`src/rtl/dijkstra_pkg.sv`:
```
// dijkstra_pkg: shared widths, record-field helpers and fetcher states for the node fetcher
package dijkstra_pkg;
    localparam int FIELD_W_DEF = 16;
    localparam int NULL_ID_DEF = 0;
    localparam int MAX_REC_W = 1024;
    typedef enum logic [2:0] {IDLE, SCAN_P, EMIT_P, NEXT_C, SCAN_C, EMIT_C, FIN} state_t;
    function automatic int rec_width(input int max_children, input int field_w);
        return (5 + 2 * max_children) * field_w;
    endfunction
    function automatic logic [63:0] get_field(input logic [MAX_REC_W-1:0] rec, input int lsb, input int field_w);
        return 64'(rec >> lsb) & ((64'd1 << field_w) - 64'd1);
    endfunction
    // Fields are packed MSB first: x, y, node_id, parent, cost, then (child_id, distance) per slot
    function automatic logic [63:0] get_node_id(input logic [MAX_REC_W-1:0] rec, input int rec_w, input int field_w);
        return get_field(rec, rec_w - 3 * field_w, field_w);
    endfunction
    function automatic logic [63:0] get_child_id(input logic [MAX_REC_W-1:0] rec, input int slot, input int rec_w,
                                                 input int field_w);
        return get_field(rec, rec_w - (6 + 2 * slot) * field_w, field_w);
    endfunction
endpackage

```
`src/rtl/node_id_scanner.sv`:
```
// node_id_scanner: pipelined id search over the node memory; DIRECT_INDEX_EN swaps the sweep for one direct read
module node_id_scanner
    import dijkstra_pkg::*;
#(
    parameter int FIELD_W = FIELD_W_DEF,
    parameter int ADDR_W = 7,
    parameter int DEPTH = 128,
    parameter int REC_W = rec_width(6, FIELD_W_DEF)
) (
    input  logic               clk,
    input  logic               reset,
    input  logic               start,
    input  logic               run,
    input  logic [FIELD_W-1:0] key,
    input  logic [REC_W-1:0]   mem_node,
    output logic [ADDR_W-1:0]  read_address,
    output logic               hit,
    output logic               miss
);
    logic [ADDR_W-1:0] addr;
    logic vld;
    logic eq;
    assign eq = run && vld && FIELD_W'(get_node_id(MAX_REC_W'(mem_node), REC_W, FIELD_W)) == key;
    assign read_address = addr;
`ifdef DIRECT_INDEX_EN
    always_ff @(posedge clk) begin
        if (reset) begin
            addr <= '0;
            vld <= 1'b0;
        end else if (start) begin
            addr <= key[ADDR_W-1:0];
            vld <= 1'b0;
        end else if (run) begin
            vld <= 1'b1;
        end
    end
    // Addresses beyond the populated range never count as a hit
    assign hit = eq && 32'(addr) < DEPTH;
    assign miss = run && vld && !hit;
`else
    logic [ADDR_W-1:0] last;
    always_ff @(posedge clk) begin
        if (reset) begin
            addr <= '0;
            last <= '0;
            vld <= 1'b0;
        end else if (start) begin
            addr <= '0;
            vld <= 1'b0;
        end else if (run) begin
            addr <= addr + 1'b1;
            last <= addr;
            vld <= 1'b1;
        end
    end
    assign hit = eq;
    assign miss = run && vld && !eq && last == ADDR_W'(DEPTH - 1);
`endif
endmodule

```
`src/rtl/dijkstra_node_fetcher.sv`:
```
// dijkstra_node_fetcher: fetches a node record then each non-null child record and streams them out
// Define DIRECT_INDEX_EN to look records up by direct addressing instead of a linear scan.
module dijkstra_node_fetcher
    import dijkstra_pkg::*;
#(
    parameter int FIELD_W = FIELD_W_DEF,
    parameter int MAX_CHILDREN = 6,
    parameter int ADDR_W = 7,
    parameter int DEPTH = 128,
    parameter int NULL_ID = NULL_ID_DEF,
    localparam int REC_W = rec_width(MAX_CHILDREN, FIELD_W),
    localparam int CW = $clog2(MAX_CHILDREN)
) (
    input  logic               clk,
    input  logic               reset,
    input  logic               find_node,
    input  logic [FIELD_W-1:0] node_id,
    output logic               busy,
    output logic [ADDR_W-1:0]  read_address,
    input  logic [REC_W-1:0]   mem_node,
    output logic               out_valid,
    input  logic               out_ready,
    output logic [REC_W-1:0]   out_record,
    output logic               out_is_parent,
    output logic [CW-1:0]      out_child_idx,
    output logic               done,
    output logic               found,
    output logic               child_missing
);
    localparam int SW = $clog2(MAX_CHILDREN + 1);
    localparam logic [FIELD_W-1:0] NULL_V = FIELD_W'(NULL_ID);
    state_t state, state_n;
    logic [FIELD_W-1:0] node_q, key;
    logic [MAX_CHILDREN-1:0][FIELD_W-1:0] kids_q, kids_d;
    logic [SW-1:0] slot_q, nxt;
    logic [REC_W-1:0] rec_q;
    logic have, hit, miss, start, run, hs;
    assign hs = out_valid && out_ready;
    assign run = state == SCAN_P || state == SCAN_C;
    assign start = (state == IDLE && find_node) || (state == NEXT_C && have);
    // The key is presented one cycle early so the direct-index variant can load its address on start
    assign key = state == IDLE ? node_id : state == SCAN_P ? node_q : state == NEXT_C ? kids_q[nxt] : kids_q[slot_q];
    assign out_record = rec_q;
    node_id_scanner #(
        .FIELD_W(FIELD_W),
        .ADDR_W(ADDR_W),
        .DEPTH(DEPTH),
        .REC_W(REC_W)
    ) u_scan (
        .clk(clk),
        .reset(reset),
        .start(start),
        .run(run),
        .key(key),
        .mem_node(mem_node),
        .read_address(read_address),
        .hit(hit),
        .miss(miss)
    );
    always_comb begin
        kids_d = '0;
        for (int i = 0; i < MAX_CHILDREN; i++)
            kids_d[i] = FIELD_W'(get_child_id(MAX_REC_W'(mem_node), i, REC_W, FIELD_W));
    end
    // Lowest non-null slot at or after the current one; null slots are skipped
    always_comb begin
        nxt = '0;
        have = 1'b0;
        for (int i = MAX_CHILDREN - 1; i >= 0; i--)
            if (SW'(i) >= slot_q && kids_q[i] != NULL_V) begin
                nxt = SW'(i);
                have = 1'b1;
            end
    end
    always_ff @(posedge clk) begin
        if (reset) state <= IDLE;
        else state <= state_n;
    end
    always_comb begin
        state_n = state;
        busy = state != IDLE && state != FIN;
        out_valid = state == EMIT_P || state == EMIT_C;
        out_is_parent = state == EMIT_P;
        out_child_idx = state == EMIT_C ? CW'(slot_q) : '0;
        done = state == FIN;
        case (state)
            IDLE:    state_n = find_node ? SCAN_P : IDLE;
            SCAN_P:  state_n = hit ? EMIT_P : miss ? FIN : SCAN_P;
            EMIT_P:  state_n = hs ? NEXT_C : EMIT_P;
            NEXT_C:  state_n = have ? SCAN_C : FIN;
            SCAN_C:  state_n = hit ? EMIT_C : miss ? NEXT_C : SCAN_C;
            EMIT_C:  state_n = hs ? NEXT_C : EMIT_C;
            default: state_n = IDLE;
        endcase
    end
    always_ff @(posedge clk) begin
        if (reset) begin
            node_q <= '0;
            kids_q <= '0;
            slot_q <= '0;
            rec_q <= '0;
            found <= 1'b0;
            child_missing <= 1'b0;
        end else begin
            case (state)
                IDLE: if (find_node) begin
                    node_q <= node_id;
                    found <= 1'b0;
                    child_missing <= 1'b0;
                end
                SCAN_P: if (hit) begin
                    rec_q <= mem_node;
                    kids_q <= kids_d;
                    found <= 1'b1;
                end
                EMIT_P: if (hs) slot_q <= '0;
                NEXT_C: if (have) slot_q <= nxt;
                SCAN_C: if (hit) begin
                    rec_q <= mem_node;
                end else if (miss) begin
                    child_missing <= 1'b1;
                    slot_q <= slot_q + 1'b1;
                end
                EMIT_C: if (hs) slot_q <= slot_q + 1'b1;
                default: ;
            endcase
        end
    end
endmodule
```
`config.mk`:
```
export PLATFORM = sky130hd
export DESIGN_NAME = dijkstra_node_fetcher
export DESIGN_NICKNAME = d
export VERILOG_FILES = /design/src/rtl/dijkstra_pkg.sv /design/src/rtl/node_id_scanner.sv /design/src/rtl/dijkstra_node_fetcher.sv
export SDC_FILE = /design/constraint.sdc
export NUM_CORES = 1
export LEC_CHECK = 0
export ABC_AREA = 1
export CAP_MARGIN = 20
export CORE_AREA = 2 2 223 225
export CTS_BUF_LIST = sky130_fd_sc_hd__clkbuf_8
export DETAILED_ROUTE_END_ITERATION = 12
export DIE_AREA = 0 0 225 227
export PLACE_DENSITY = 0.8
export SETUP_SLACK_MARGIN = 0.3
export SYNTH_ARGS = -nofsm -noshare
export SYNTH_HDL_FRONTEND = slang
export SYNTH_SLANG_ARGS = --single-unit
```
`constraint.sdc`:
```
create_clock -name clk -period 3.6 [get_ports clk]
set_input_delay 0.36 -clock clk [delete_from_list [all_inputs] [get_ports clk]]
set_output_delay 0.36 -clock clk [all_outputs]
set_load 0.1 [all_outputs]
```
Word level (Yosys, flattened, before mapping)
Cells that the tools add are included.
Widths: inputs -> output; s select.

operators by class
  equal/unequal tests = 16
  $add $sub $neg = 2
  reductions and logical operators = 38
  order comparisons = 8
  bitwise operators = 1
  divide/modulo/power cells = 0
  shift-type cells = 0
  $mul = 0
  mux-type cells = 41

operator list
  kind                 number
  $bmux 16 s3          2
  $reduce_bool 16->1   6
  $mux 16              5
  $mux 3               17
  $pmux 3 s6           1
  $eq 16x16->1         1
  $logic_and 1x1->1    14
  $mux 1               12
  $ne 2x2->1 const B   6
  $pmux 3 s4           1
  $eq 3x3->1 const B   3
  $lt 3x4->1 const B   2
  $reduce_and 2->1     4
  $add 7x1->7 const B  1
  $eq 7x7->1 const B   1
  $eq 3x2->1 const B   2
  $ge 1x3->1 const A   2
  $ge 2x3->1 const A   2
  $ge 3x3->1 const A   2
  $reduce_and 6->1     1
  $pmux 1 s2           2
  $reduce_and 4->1     1
  $reduce_bool 2->1    2
  $reduce_bool 4->1    1
  12 further kinds     15

storage, ports and cells
  memory bits (writable) = 0
  input bits = 292
  bits in registers = 407
  word-level logic and storage cells = 121
  bits in latches = 0
  output and inout port bits = 288
  ROM bits = 0
  memories kept = 0

Logic depth before layout (Yosys ltp)
Gate-level depths: netlist of run 1.

  depth in word-level cells = 21
  depth in mapped cells = 34
  mapped depth without buffers = 31

Cells and area by module
A second synthesis of run 1 with hierarchy kept.

second synthesis, totals
  cells, all modules = 2452
  area total of the unflattened synthesis = 17533.1 um2

modules (own cells, without submodules)
  module                 times used  cells an instance  seq. area each (um2)  area an instance (um2)
  dijkstra_node_fetcher  1           2290               7847.5                16523.3
  node_id_scanner        1           162                300.3                 1009.7

Least setup slack after synthesis of run 1
No wires, ideal clock.

  path kind = register to output
  from = register state[2]
  to = output port busy
  data required time = 3240 ps
  arrival time = 3823 ps
  path slack = -583 ps
  buffers on the path = 0
  stages on the path, launching flop included = 4
  path through = dfxtp_1 > inv_1 > nor3_1 > nor2_1

on the way
  longest elaborated chain between the ends = 2
  elaborated cells between the ends (all ways) = 3
  classes of those cells = 1 x eq/ne; 2 x reduce/logical

RTL lines
  what                                                    RTL line                     RTL
  start, declared                                         dijkstra_node_fetcher.sv:32  state_t state, state_n;
  start signal, assigned                                  dijkstra_node_fetcher.sv:77  else state <= state_n;
  $ne 3x3->1 / $reduce_bool 3->1 (equally long branches)  dijkstra_node_fetcher.sv:81  busy = state != IDLE && state != FIN;
  $logic_and 1x1->1 (*)                                   dijkstra_node_fetcher.sv:81
  end, declared                                           dijkstra_node_fetcher.sv:18  output logic busy,

Every way passes the cells marked *; elsewhere a longest branch is shown, timed or not.

Worst setup path after layout of run 1
  from = register kids_q[64] (netlist bit)
  to = register rec_q[91], in the netlist out_record[91]

on the way
  longest elaborated chain between the ends = 15
  elaborated cells between the ends (all ways) = 17
  classes of those cells = 1 x eq/ne; 12 x mux; 4 x reduce/logical

RTL lines
  what                            RTL line                      RTL
  start, declared                 dijkstra_node_fetcher.sv:34   logic [MAX_CHILDREN-1:0][FIELD_W-1:0] kids_q, kids_d;
  start signal, assigned          dijkstra_node_fetcher.sv:113  kids_q <= kids_d;
  $reduce_bool 16->1              dijkstra_node_fetcher.sv:70   if (SW'(i) >= slot_q && kids_q[i] != NULL_V) begin
  $logic_and 1x1->1               dijkstra_node_fetcher.sv:70
  $mux 3 (5 in series)            dijkstra_node_fetcher.sv:70
  $bmux 16 s3                     dijkstra_node_fetcher.sv:42   assign key = state == IDLE ? node_id : state == SCAN_P ? node_q : state == NEXT_C ? kids_q[nxt] : kids_q[slot_ ...
  $mux 16 (implied by the code)   dijkstra_node_fetcher.sv:42
  $mux 16 (*) (3 in series)       dijkstra_node_fetcher.sv:42
  $eq 16x16->1 (*)                node_id_scanner.sv:23         assign eq = run && vld && FIELD_W'(get_node_id(MAX_REC_W'(mem_node), REC_W, FIELD_W)) == key;
  $logic_and 1x1->1 (*)           node_id_scanner.sv:23
  $reduce_and 2->1 (no line) (*)  n/a
  end signal, assigned            dijkstra_node_fetcher.sv:112  rec_q <= mem_node;
  end signal, assigned            dijkstra_node_fetcher.sv:119  rec_q <= mem_node;
  end, declared                   dijkstra_node_fetcher.sv:36   logic [REC_W-1:0] rec_q;

Every way passes the cells marked *; elsewhere a longest branch is shown, timed or not. The select of a mux whose other input is x is not followed.
A chain may end at the register's enable or synchronous reset.

==> out/metrics.csv, run 1 <==
stage;metric;value;unit
cells_and_area;fin util;0.5844;
placement;RePlAce Congestion;0.9899;
cells_and_area;Area Growth Syn to Fin;63.01;%
die;Starting Density;0.3585;
timing;Max Clock Skew;42.41;ps
clock_network;htree depth;3;
timing;setup violators final;371;
setup_path;crit-path max FO;8;
global_routing;largest net degree at the start of global routing;183;
clock_network;clk_lat worst skew;660;ps
setup_path;CP max stage delay;340;ps
clock_network;Clock Sinks;407;
die;CORE AREA;48550;sq um
route;Residual DRC;0;
die;die width;225;um
route;Routed Antenna Nets;0;
route;first-pass iteration count of the detailed router;7;
timing;Final Hold Fails;0;
die;die area;51080;sq um
pwr;worst vdd ir;300.1;uV
timing;fin crit share;1.067;
global_routing;GRT overflow;0;
clock_network;CTS Hold Bufs;0;
clock_network;number of CTS-inserted buffers;72;
placement;Final HPWL DP;47.08;mm
setup_path;start-to-end type of the worst setup path;reg -> reg;
die;die height;227;um
synthesis;Post-Synth Adder-Cell Area;0.002875;
synthesis;Post-Synth XOR/XNOR Area;0.002013;
setup_path;CP Launch Type;flop;
cells_and_area;Post-layout nets;3497;
synthesis;Post-synth top flop;dfxtp_1;
run_status;outcome;finished, violations left;
clock_network;clock transition at the registers of the reported paths;60;ps
hold_path;min-delay worst type;in -> reg;
timing;Worst Tran Pin Value;1093;ps
route;vias post-DR;19800;
synthesis;Syn Area/Cell;6.954;sq um
synthesis;Yosys warning count;0;
timing;PnR worst setup slack;-241.9;ps
setup_path;Worst EP arrival;4410;ps
synthesis;fraction of synthesized area in multiplexers;0;
cells_and_area;proportion of layout cells with a drive suffix above 1;0.1682;
global_routing;vias in the first global route;18330;
route;Avg Vias per Cell;5.108;
setup_path;critical path's top delay family;simple AND/OR/NAND/NOR gates;
timing;max_slew headroom;0.2692;
flow_run;max cap viols;0;
run_status;failing checks;setup timing;
timing;fmax;260.3;MHz
timing;RSZ-0062 raised after global routing;yes;
synthesis;#FFs+latches synth;407;
global_routing;first-pass GRT wire length;104.4;mm
synthesis;compound-gate portion of the synthesized area;0.1571;
route;drt initial violations;1567;
die;IO Pins;580;
placement;DP Worst Slack;-48.09;ps
setup_path;Worst Path Buf+Inv;8;
pwr;P_leak;10.33;nW
route;DRT Wirelength;72.99;mm
synthesis;post-synthesis cell type count;42;
global_routing;antenna violations before repair;4;
synthesis;Synth Net Count;2799;
clock_network;CTS tree;yes;
clock_network;CTS root buf;clkbuf_8;
synthesis;Synth Instances;2503;
synthesis;number of synthesized flops with an enable pin;0;
pwr;power per standard cell area;334.2;nW/um^2
synthesis;sequential-to-total area share from yosys stat;0.4681;
placement;Buffers on Ports;579;
setup_path;Slowest-stage cell, CP;dfxtp_1;
synthesis;Post-Synthesis Cell Area;17410;sq um
die;# rows;81;
setup_path;CP most frequent cell;nand2_1;
timing;max-slew violation total from the final report;0;
setup_path;crit path capture type;flop;
global_routing;total track usage;0.2629;
setup_path;WP data required;4170;ps
synthesis;simple-gate share of the synthesized area;0.2967;
synthesis;largest family of logic cells by synthesized area;simple AND/OR/NAND/NOR gates;
synthesis;Post-synth ARST share;0;
clock_network;CTS max path bufs;3;
route;WL/cell;18.83;um
timing;Min Clock Period, post-route;3842;ps
-- flip-flops by register name, indices dropped and copies added, names as in the netlist --
register             cells
u_scan.vld               1
node_q                  16
u_scan.read_address      7
kids_q                  96
out_record             272
found                    1
child_missing            1
slot_q                   3
u_scan.last              7
state                    3
-- report_power, final --
| part | leakage, nW | switching (mW) | internal, mW | total, mW |
|---|---|---|---|---|
| Combinational | 6.22 | 0.336 | 0.368 | 0.703 |
| Sequential | 3.28 | 0.0148 | 4.53 | 4.54 |
| Clock | 0.826 | 1.95 | 2.29 | 4.23 |
| Total | 10.3 | 2.30 | 7.19 | 9.48 |
-- worst paths after layout --
path / cells past startpoint / endpoint / start / slack [ps]
worst max-delay path: 32 / out_record[91] / kids_q[64] / -240
worst min-delay path: 2 / out_record[211] / reset / 60
worst max register to register: 32 / out_record[91] / kids_q[64] / -240
worst min register to register: 2 / out_record[229] / out_record[229] / 460
-- per-layer routing --
| layer | vias up | track usage | routed length (um) |
|---|---|---|---|
| li1 | 9519 | - | - |
| met3 | 186 | 0.07408 | 6367 |
| met4 | 4 | 0.1053 | 2735 |
| met5 | - | 0 | 29 |
| met2 | 893 | 0.4436 | 35300 |
| met1 | 9195 | 0.3164 | 28560 |
-- cells in the final DEF (no fill, tap or decap), drive strengths merged, types with 15 or more instances in the layout --
cell / count
a21oi: 427
o21ai: 39
o211ai: 27
inv: 138
clkbuf: 103
nand3: 139
nor2: 102
nand2: 996
dfxtp: 407
buf: 204
or2: 16
nand3b: 15
clkdlybuf4s50: 571
-- stage by stage --
step | setup TNS [ps] | std cells | power [mW] | hold slack, ps | area [sq um]
3_5_place_dp | -795.0 | 3665 | 5.320 | 453.6 | 24410
3_3_place_gp | 0 | 3665 | 5.320 | 450.4 | 24410
6_report | -33850 | 3876 | 9.483 | 62.51 | 28370
4_1_cts | 0 | 3846 | 9.569 | 17.52 | 27250
2_1_floorplan | 0 | 2503 | 4.877 | 441.6 | 17510
5_1_grt | -104020 | 3876 | 9.838 | 39.36 | 28370
-- Yosys cell counts (2+ instances only) --
cell type	instances	share of area
a31oi_1	10	0.0036
or2_2	16	0.0058
o22ai_1	3	0.0011
nand3_1	138	0.040
nand3b_1	15	0.0065
nand4_1	11	0.0040
buf_2	24	0.0069
nor2_2	3	0.0011
nand2_1	993	0.21
buf_1	8	0.0017
a21oi_1	425	0.12
o21ai_0	37	0.011
clkinv_1	8	0.0017
nor3_1	2	0.00058
xor2_1	3	0.0015
clkbuf_1	102	0.022
o21a_1	2	0.00086
nor3b_1	2	0.00086
dfxtp_1	407	0.47
buf_6	9	0.0058
inv_2	5	0.0011
a41oi_1	6	0.0030
inv_1	100	0.022
nand2_2	3	0.0011
nor2_1	98	0.021
ha_1	4	0.0029
buf_4	28	0.012
o211ai_1	27	0.012
-- timing repair --
action / in CTS / in global routing
hold endpoints to repair: 0 / 0
setup buffers: 29 / 10
endpoints found under the setup margin: 375 / 376
gates resized for setup: 101 / 189
cloned: 27 / 18
pin swaps: 32 / 79
-- kinds of logic after synthesis --
group | Yosys count
and+or+nand+nor | 1285
adders and majority gates | 4
xor gates and xnor gates | 4
AOI/OAI and AO/OA | 518
DFF | 407
buffers and inverters | 285
-- area by class of cell --
cell class | count | area, sq um
fillers | 4236 | 20170
repair inverters | 1 | 6.256
clock buffers | 89 | 1225
flip-flops and latches | 407 | 8155
well taps | 622 | 778.2
clock inverters | 36 | 177.7
repair buffers | 794 | 8837
multi-input cells | 1811 | 8713
inverters | 114 | 474.2
diodes | 2 | 5.005
Power figures use the tool's default switching activity.
==> run 2: changes to the inputs <==
--- a/config.mk
+++ b/config.mk
@@ -6,7 +6,6 @@
 export NUM_CORES = 1
 export LEC_CHECK = 0
 export ABC_AREA = 1
-export CAP_MARGIN = 20
 export CORE_AREA = 2 2 223 225
 export CTS_BUF_LIST = sky130_fd_sc_hd__clkbuf_8
 export DETAILED_ROUTE_END_ITERATION = 12
==> results of run 2 <==
No change in the layout: final DEF, timing and power equal those of run 1.
